File: config.mk
export PLATFORM = sky130hd
export DESIGN_NAME = serial_sub_ctrl
export DESIGN_NICKNAME = d
export VERILOG_FILES = /design/src/rtl/serial_sub_pkg.sv /design/src/rtl/full_sub_bit.sv /design/src/rtl/serial_sub_ctrl.sv
export SDC_FILE = /design/constraint.sdc
export NUM_CORES = 1
export LEC_CHECK = 0
export ABC_AREA = 1
export CORE_AREA = 2 2 83 53
export CTS_BUF_LIST = sky130_fd_sc_hd__clkbuf_8
export CTS_CLUSTER_DIAMETER = 150
export DETAILED_ROUTE_END_ITERATION = 6
export DIE_AREA = 0 0 85 55
export GPL_ROUTABILITY_DRIVEN = 0
export GPL_TIMING_DRIVEN = 0
export PLACE_DENSITY = 0.8
export RECOVER_POWER = 100
export SLEW_MARGIN = 40
export SYNTH_ARGS = -nofsm -noshare
export SYNTH_HDL_FRONTEND = slang
export SYNTH_SLANG_ARGS = --single-unit
File: constraint.sdc
create_clock -name clk -period 1.3 [get_ports clk]
set_input_delay 0.26 -clock clk [delete_from_list [all_inputs] [get_ports clk]]
set_output_delay 0.26 -clock clk [all_outputs]
set_load 0.01 [all_outputs]
File: src/rtl/serial_sub_pkg.sv
`default_nettype none
// ============================================================================
// Module   : serial_sub_pkg
// Purpose  : Shared state encoding and default width for the serial subtractor.
// Revision : 1.0
// ============================================================================
package serial_sub_pkg;

    localparam int SUB_W_DEF = 8;

    typedef logic [1:0] state_t;

    localparam state_t ST_IDLE = 2'd0;
    localparam state_t ST_RUN  = 2'd1;
    localparam state_t ST_FIN  = 2'd2;

endpackage
`default_nettype wire

File: src/rtl/full_sub_bit.sv
`default_nettype none
// ============================================================================
// Module   : full_sub_bit
// Purpose  : One-bit full subtractor built from two cascaded half subtractors.
// Revision : 1.0
// ============================================================================
module full_sub_bit (
    input  logic a,
    input  logic b,
    input  logic bin,
    output logic d,
    output logic bout
);

    logic w_d1;
    logic w_bout1;
    logic w_bout2;

    // First stage subtracts b from a, second stage subtracts the incoming borrow.
    assign w_d1    = a ^ b;
    assign w_bout1 = ~a & b;
    assign d       = w_d1 ^ bin;
    assign w_bout2 = ~w_d1 & bin;
    assign bout    = w_bout1 | w_bout2;

endmodule
`default_nettype wire

File: src/rtl/serial_sub_ctrl.sv
`default_nettype none
// ============================================================================
// Module   : serial_sub_ctrl
// Purpose  : Bit-serial A - B controller, LSB first, with start/done handshake.
// Revision : 1.0
// ============================================================================
module serial_sub_ctrl
    import serial_sub_pkg::*;
#(
    parameter int WIDTH = SUB_W_DEF
) (
    input  logic             clk,
    input  logic             rst_n,
    input  logic             start,
    input  logic [WIDTH-1:0] a,
    input  logic [WIDTH-1:0] b,
    output logic             ready,
    output logic             busy,
    output logic             done,
    output logic [WIDTH-1:0] diff,
    output logic             borr_out
);

    localparam int               CNT_W  = $clog2(WIDTH) + 1;
    localparam logic [CNT_W-1:0] C_LAST = CNT_W'(WIDTH - 1);

    state_t           r_state;
    state_t           w_state_nxt;
    logic [WIDTH-1:0] r_sa;
    logic [WIDTH-1:0] r_sb;
    logic [WIDTH-1:0] r_res;
    logic [WIDTH-1:0] w_res_nxt;
    logic             r_borrow;
    logic [CNT_W-1:0] r_idx;
    logic [WIDTH-1:0] r_diff;
    logic             r_borr_out;
    logic             w_d;
    logic             w_bo;
    logic             w_last;

    full_sub_bit u_full_sub_bit (
        .a    (r_sa[0]),
        .b    (r_sb[0]),
        .bin  (r_borrow),
        .d    (w_d),
        .bout (w_bo)
    );

    assign w_last = (r_idx == C_LAST);

    // New bit enters at the MSB so that after WIDTH shifts bit i lands at position i.
    if (WIDTH == 1) begin : g_res_w1
        assign w_res_nxt = w_d;
    end else begin : g_res_wn
        assign w_res_nxt = {w_d, r_res[WIDTH-1:1]};
    end

    always_ff @(posedge clk) begin
        if (!rst_n) begin
            r_state <= ST_IDLE;
        end else begin
            r_state <= w_state_nxt;
        end
    end

    always_comb begin
        w_state_nxt = r_state;
        ready       = 1'b0;
        busy        = 1'b0;
        done        = 1'b0;
        case (r_state)
            ST_IDLE: begin
                ready = 1'b1;
                if (start) begin
                    w_state_nxt = ST_RUN;
                end
            end
            ST_RUN: begin
                busy = 1'b1;
                if (w_last) begin
                    w_state_nxt = ST_FIN;
                end
            end
            ST_FIN: begin
                done        = 1'b1;
                w_state_nxt = ST_IDLE;
            end
            default: begin
                w_state_nxt = ST_IDLE;
            end
        endcase
    end

    always_ff @(posedge clk) begin
        if (!rst_n) begin
            r_sa       <= '0;
            r_sb       <= '0;
            r_res      <= '0;
            r_borrow   <= 1'b0;
            r_idx      <= '0;
            r_diff     <= '0;
            r_borr_out <= 1'b0;
        end else begin
            case (r_state)
                ST_IDLE: begin
                    if (start) begin
                        r_sa     <= a;
                        r_sb     <= b;
                        r_res    <= '0;
                        r_borrow <= 1'b0;
                        r_idx    <= '0;
                    end
                end
                ST_RUN: begin
                    r_sa     <= r_sa >> 1;
                    r_sb     <= r_sb >> 1;
                    r_res    <= w_res_nxt;
                    r_borrow <= w_bo;
                    r_idx    <= r_idx + CNT_W'(1);
                    // Published result only moves on the edge that raises done.
                    if (w_last) begin
                        r_diff     <= w_res_nxt;
                        r_borr_out <= w_bo;
                    end
                end
                default: begin
                end
            endcase
        end
    end

    assign diff     = r_diff;
    assign borr_out = r_borr_out;

endmodule
`default_nettype wire

# Word-level counts from Yosys, hierarchy flattened
# Cells that the tools add are included.
[word_totals] elab_cells=42 reg_bits=40 input_bits=19 out_inout_bits=12
[op_classes] bitwise_logic=7 reduce_logical=5 eq_ne=5 n_addsub=1 mux=16
[op_table] cell="$pmux 8 s2" count=3
[op_table] cell="$mux 8" count=3
[op_table] cell="$pmux 4 s2" count=1
[op_table] cell="$reduce_and 2->1" count=3
[op_table] cell="$add 4x1->4 const B" count=1
[op_table] cell="$eq 4x3->1 const B" count=1
[op_table] cell="$mux 1" count=4
[op_table] cell="$mux 2" count=2
[op_table] cell="$mux 4" count=1
[op_table] cell="$ne 2x2->1 const B" count=2
[op_table] cell="$pmux 2 s2" count=1
[op_table] cell="$and 1x1->1" count=2
[op_table] cell="$eq 2x1->1 const B" count=1
[op_table] cell="$eq 2x2->1 const B" count=1
[op_table] cell="$logic_not 2->1" count=1
[op_table] cell="$not 1->1" count=2
[op_table] cell="$pmux 1 s2" count=1
[op_table] cell="$reduce_bool 2->1" count=1
[op_table] cell="$xor 1x1->1" count=2
[op_table] cell="$or 1x1->1" count=1

# Logic depth before layout (Yosys ltp)
[depth] word_depth=5 mapped_depth=8 mapped_depth_nobuf=7

# Cells and area by module
# Synthesis repeated with hierarchy kept, for this count alone.
[hier_totals] cells_unflattened=239 area_unflattened_um2=1681.6
[modules_own_cells] module="serial_sub_ctrl" n_inst=1 cells_each=235 area_per_inst_um2=1650.3 seq_area_each_um2=780.7
[modules_own_cells] module="full_sub_bit" n_inst=1 cells_each=4 area_per_inst_um2=31.3 seq_area_each_um2=0.0

# Worst setup path before layout
# OpenSTA, ideal clock, no wires.
[synth_timing] path_kind="reg2reg" start="register r_idx[0]" end="register r_borr_out (netlist: borr_out)" setup_ps=112 slack_ps=48 required_ps=1188 arrival_time_ps=1141 n_path_buf=0 synth_period_minus_slack_ps=1252 path_stages_with_launch=7 path_cell_list="dfxtp_1 ha_1 nand2_1 nor2_1 nand3_1 nand2_1 nor2_1"
[synth_between] elab_chain_len=2
[synth_lines] item="from (decl)" line_no="serial_sub_ctrl.sv:34" rtl="logic [CNT_W-1:0] r_idx;"
[synth_lines] item="from (signal assigned)" line_no="serial_sub_ctrl.sv:119" rtl="r_idx <= r_idx + CNT_W'(1);"
[synth_lines] item="$eq 4x3->1" line_no="serial_sub_ctrl.sv:49" rtl="assign w_last = (r_idx == C_LAST);"
[synth_lines] item="$reduce_and 2->1 (no source line)"
[synth_lines] item="to (signal assigned)" line_no="serial_sub_ctrl.sv:123" rtl="r_borr_out <= w_bo;"
[synth_lines] item="to (decl)" line_no="serial_sub_ctrl.sv:36" rtl="logic r_borr_out;"
# Every way passes these cells.
# A chain may end at the register's enable or synchronous reset.

# Worst setup path after layout
[layout_timing] start="register r_state[0]" end="output port busy"
[layout_between] elab_chain_len=2
[layout_lines] item="from (decl)" line_no="serial_sub_ctrl.sv:27" rtl="state_t r_state;"
[layout_lines] item="from (signal assigned)" line_no="serial_sub_ctrl.sv:62" rtl="r_state <= w_state_nxt;"
[layout_lines] item="$eq 2x1->1" line_no="serial_sub_ctrl.sv:71" rtl="case (r_state)"
[layout_lines] item="$mux 1" line_no="serial_sub_ctrl.sv:71"
[layout_lines] item="to (decl)" line_no="serial_sub_ctrl.sv:18" rtl="output logic busy,"
# Every way passes these cells.

==> impl_metrics.ini <==
[worst_setup_path]
cp-start-kind = register
r2r_start = r_idx[0]
cp.required_ns = 1.04
cp_top_family = flip-flops
path_max_fanout = 4
endpoint_kind = output port
endpoint = busy
critPathMaxStageDelay_ns = 0.39
reg2reg_to = diff[0]
reg2regPathDepth = 5
crit_path_cell_trace = inv_4 -> nor2_4 -> buf_6 -> buf_6
cp-startpoint = r_state[0]
cp.depth = 4
critPathKind = register to output port
cp_common_cell = buf_6
r2r_slack_ns = 0.04
cp_slowest_cell = dfxtp_4
cp.arrival_ns = 1.04
crit_buf_inv = 3

[yosys]
netlist.area_leader.share = 0.453
synthTopCellsByArea = dfxtp_1 45%, nand3_1 14%, nand2_1 10%, nor2_1 9.4%, inv_1 5.7%
syn_nets = 266
yosysWarningCount = 0
yosysSeqAreaShare = 0.453
syn_area_mm2 = 0.00173
ys_ff_latch = 39
synthDistinctLibCells = 21
synth_cells = 245
syn_area_per_cell_um2 = 7.04
synth.largest_area_cell = dfxtp_1

[global_route]
grt_remaining_overflow = 0
grt_max_degree = 13
grt_pass1_vias = 1404
antenna_found_initial = 0
grt_usage = 0.185
grt_pass1_wl_um = 6480

[timing]
drv_slew = 0
max_freq_ghz = 0.768
rsz0062_at_grt = yes
setup_viol = 1
period_minus_slack_ns = 1.30
min_period_over_period = 1.00
hold_slack_ns = 0.438
finalClockSkew_ns = 0.00350
slew_headroom = 0.797
hold_viol_final = 0
worst_pin_slew_ns = 0.304
fin_ws_ns = -0.00291
tns_ns = -0.00291

[final_layout]
fin_nets = 314
final_util = 0.601
syn_to_final_growth_pct = 37.2
fillers = 364
layoutNonFillerInstCount = 344
antennaDiodeCount = 0
drive_above_1_share = 0.173

[die]
rows = 18
ios = 31
start_util = 0.438
fp.dieW_um = 85
die_area_mm2 = 0.00468
die_h_um = 55
coreArea_mm2 = 0.00394

[routing]
wl_per_cell_um = 12.2
drt_iter0_markers = 141
vias_per_cell = 4.93
routed_wl_um = 4200
route.detailed.drc = 0
vias = 1695
postRouteAntennaNets = 0
dr.pass1.iters = 4

[worst_hold_path]
hp-class = input pin to register
hold_start = start

[status]
violations = negative setup slack
outcome = finished, violations left

[clock_network]
h-tree-depth = 2
clkLatencyLatePin_ns = 0.30
cts_tree = done
clkTransAtPathRegs_ns = 0.08
clock-root-buffer = clkbuf_8
cts.sinks = 39
cts.path.max_buffers = 2
cts_inserted_buffers = 5

[placement]
placedCellCount = 324
dp_hpwl_um = 2620
portBuffers = 29

[power_and_ir_drop]
power_density_mw_per_mm2 = 1170
ir_drop_uv = 786
cellLeakagePower_uw = 0.00105
p_total_uw = 2770

[run]
drv_cap = 0
==> worst min path at each step <==
stage	cells past startpoint	end
after global placement	2	borr_out
after floorplan	2	r_sa[7]
after detailed placement	2	diff[7]
after global routing	5	r_sa[0]
after CTS	5	r_sa[0]
final	5	r_sa[0]
==> worst reg2reg max path, cell delays in order (launching register included) <==
cell,delay (ns)
dfxtp_4,0.38
ha_4,0.15
nand3b_1,0.22
nor2_2,0.31
nor2_1,0.07
nor2_1,0.09
==> report_power, final <==
part           total, uW  switching, uW  internal, uW
Clock               1060            436           621
Combinational        437            234           203
Sequential          1270           34.3          1240
==> final cells by class <==
cell class | instances | area [um2] | area share
sequential | 39 | 793 | 0.335
inverter | 30 | 118 | 0.0497
buffer | 10 | 73.8 | 0.0312
clock buffer | 6 | 82.6 | 0.0349
timing repair buffer | 39 | 358 | 0.151
clock inverter | 2 | 35.0 | 0.0148
multi-input combinational | 168 | 845 | 0.357
tap | 50 | 62.6 | 0.0264
==> synthesized netlist by cell type (all sizes together) <==
| cell type | instances |
|---|---|
| nor2 | 46 |
| nand2 | 51 |
| clkinv | 1 |
| inv | 29 |
| dfxtp | 39 |
| nand3 | 48 |
| ha | 1 |
| a21oi | 3 |
| nor3 | 1 |
| nand3b | 2 |
| fa | 1 |
| o21ai | 13 |
| buf | 10 |
==> cells by family after synthesis <==
| kind of cell | Yosys count | share of synthesized area |
|---|---|---|
| AO/OA/AOI/OAI | 16 | 0.0464 |
| flip-flops | 39 | 0.453 |
| buffers and inverters | 40 | 0.100 |
| AND/OR/NAND/NOR | 148 | 0.382 |
| adder cells (fa/ha/maj) | 2 | 0.0189 |
==> layer usage <==
layer  vias to the layer above  GRT usage  wire length (um)
met5                         -          0                 0
met1                       759      0.256              1990
met4                         0     0.0556                45
met3                         5     0.0653               453
met2                        60      0.272              1700
li1                        871          -                 -
==> flip-flops by register name, summed over array words and instances, names as in the netlist <==
| name | flops |
|---|---|
| diff | 8 |
| r_sa | 8 |
| r_sb | 8 |
| r_res | 7 |
| r_idx | 4 |
| r_state | 2 |
| borr_out | 1 |
| r_borrow | 1 |
==> timing repair <==
item	CTS	global route
hold endpoints to repair	0	0
gates cloned	0	2
pin swaps	2	5
endpoints found under the setup margin	23	28
gates resized for setup	33	17
buffers inserted	3	7
hold buffers	0	0
==> cells in the final DEF (no fill, tap or decap), types with 2 or more instances in the layout <==
master / synthesis / routed
a21oi_1: 3 / 3
buf_2: 3 / 3
buf_4: 5 / 12
buf_6: 0 / 6
clkbuf_2: 0 / 2
clkbuf_8: 0 / 6
clkdlybuf4s50_1: 0 / 17
dfxtp_1: 39 / 35
dfxtp_4: 0 / 3
dlygate4sd2_1: 0 / 9
inv_1: 26 / 26
inv_4: 0 / 2
nand2_1: 48 / 47
nand2_2: 1 / 2
nand2_8: 0 / 2
nand3_1: 48 / 48
nand3b_1: 2 / 2
nor2_1: 43 / 40
nor2_2: 1 / 2
nor2_4: 2 / 6
o21ai_0: 12 / 12
==> through the flow <==
step           cell area (um2)  setup WS (ns)
2_1_floorplan             1730         0.0479
4_1_cts                   2230        -0.0276
6_report                  2370       -0.00291
5_1_grt                   2370        -0.0488
3_3_place_gp              2080         -0.435
3_5_place_dp              2080         -0.429
(Power assumes the default switching activity.)
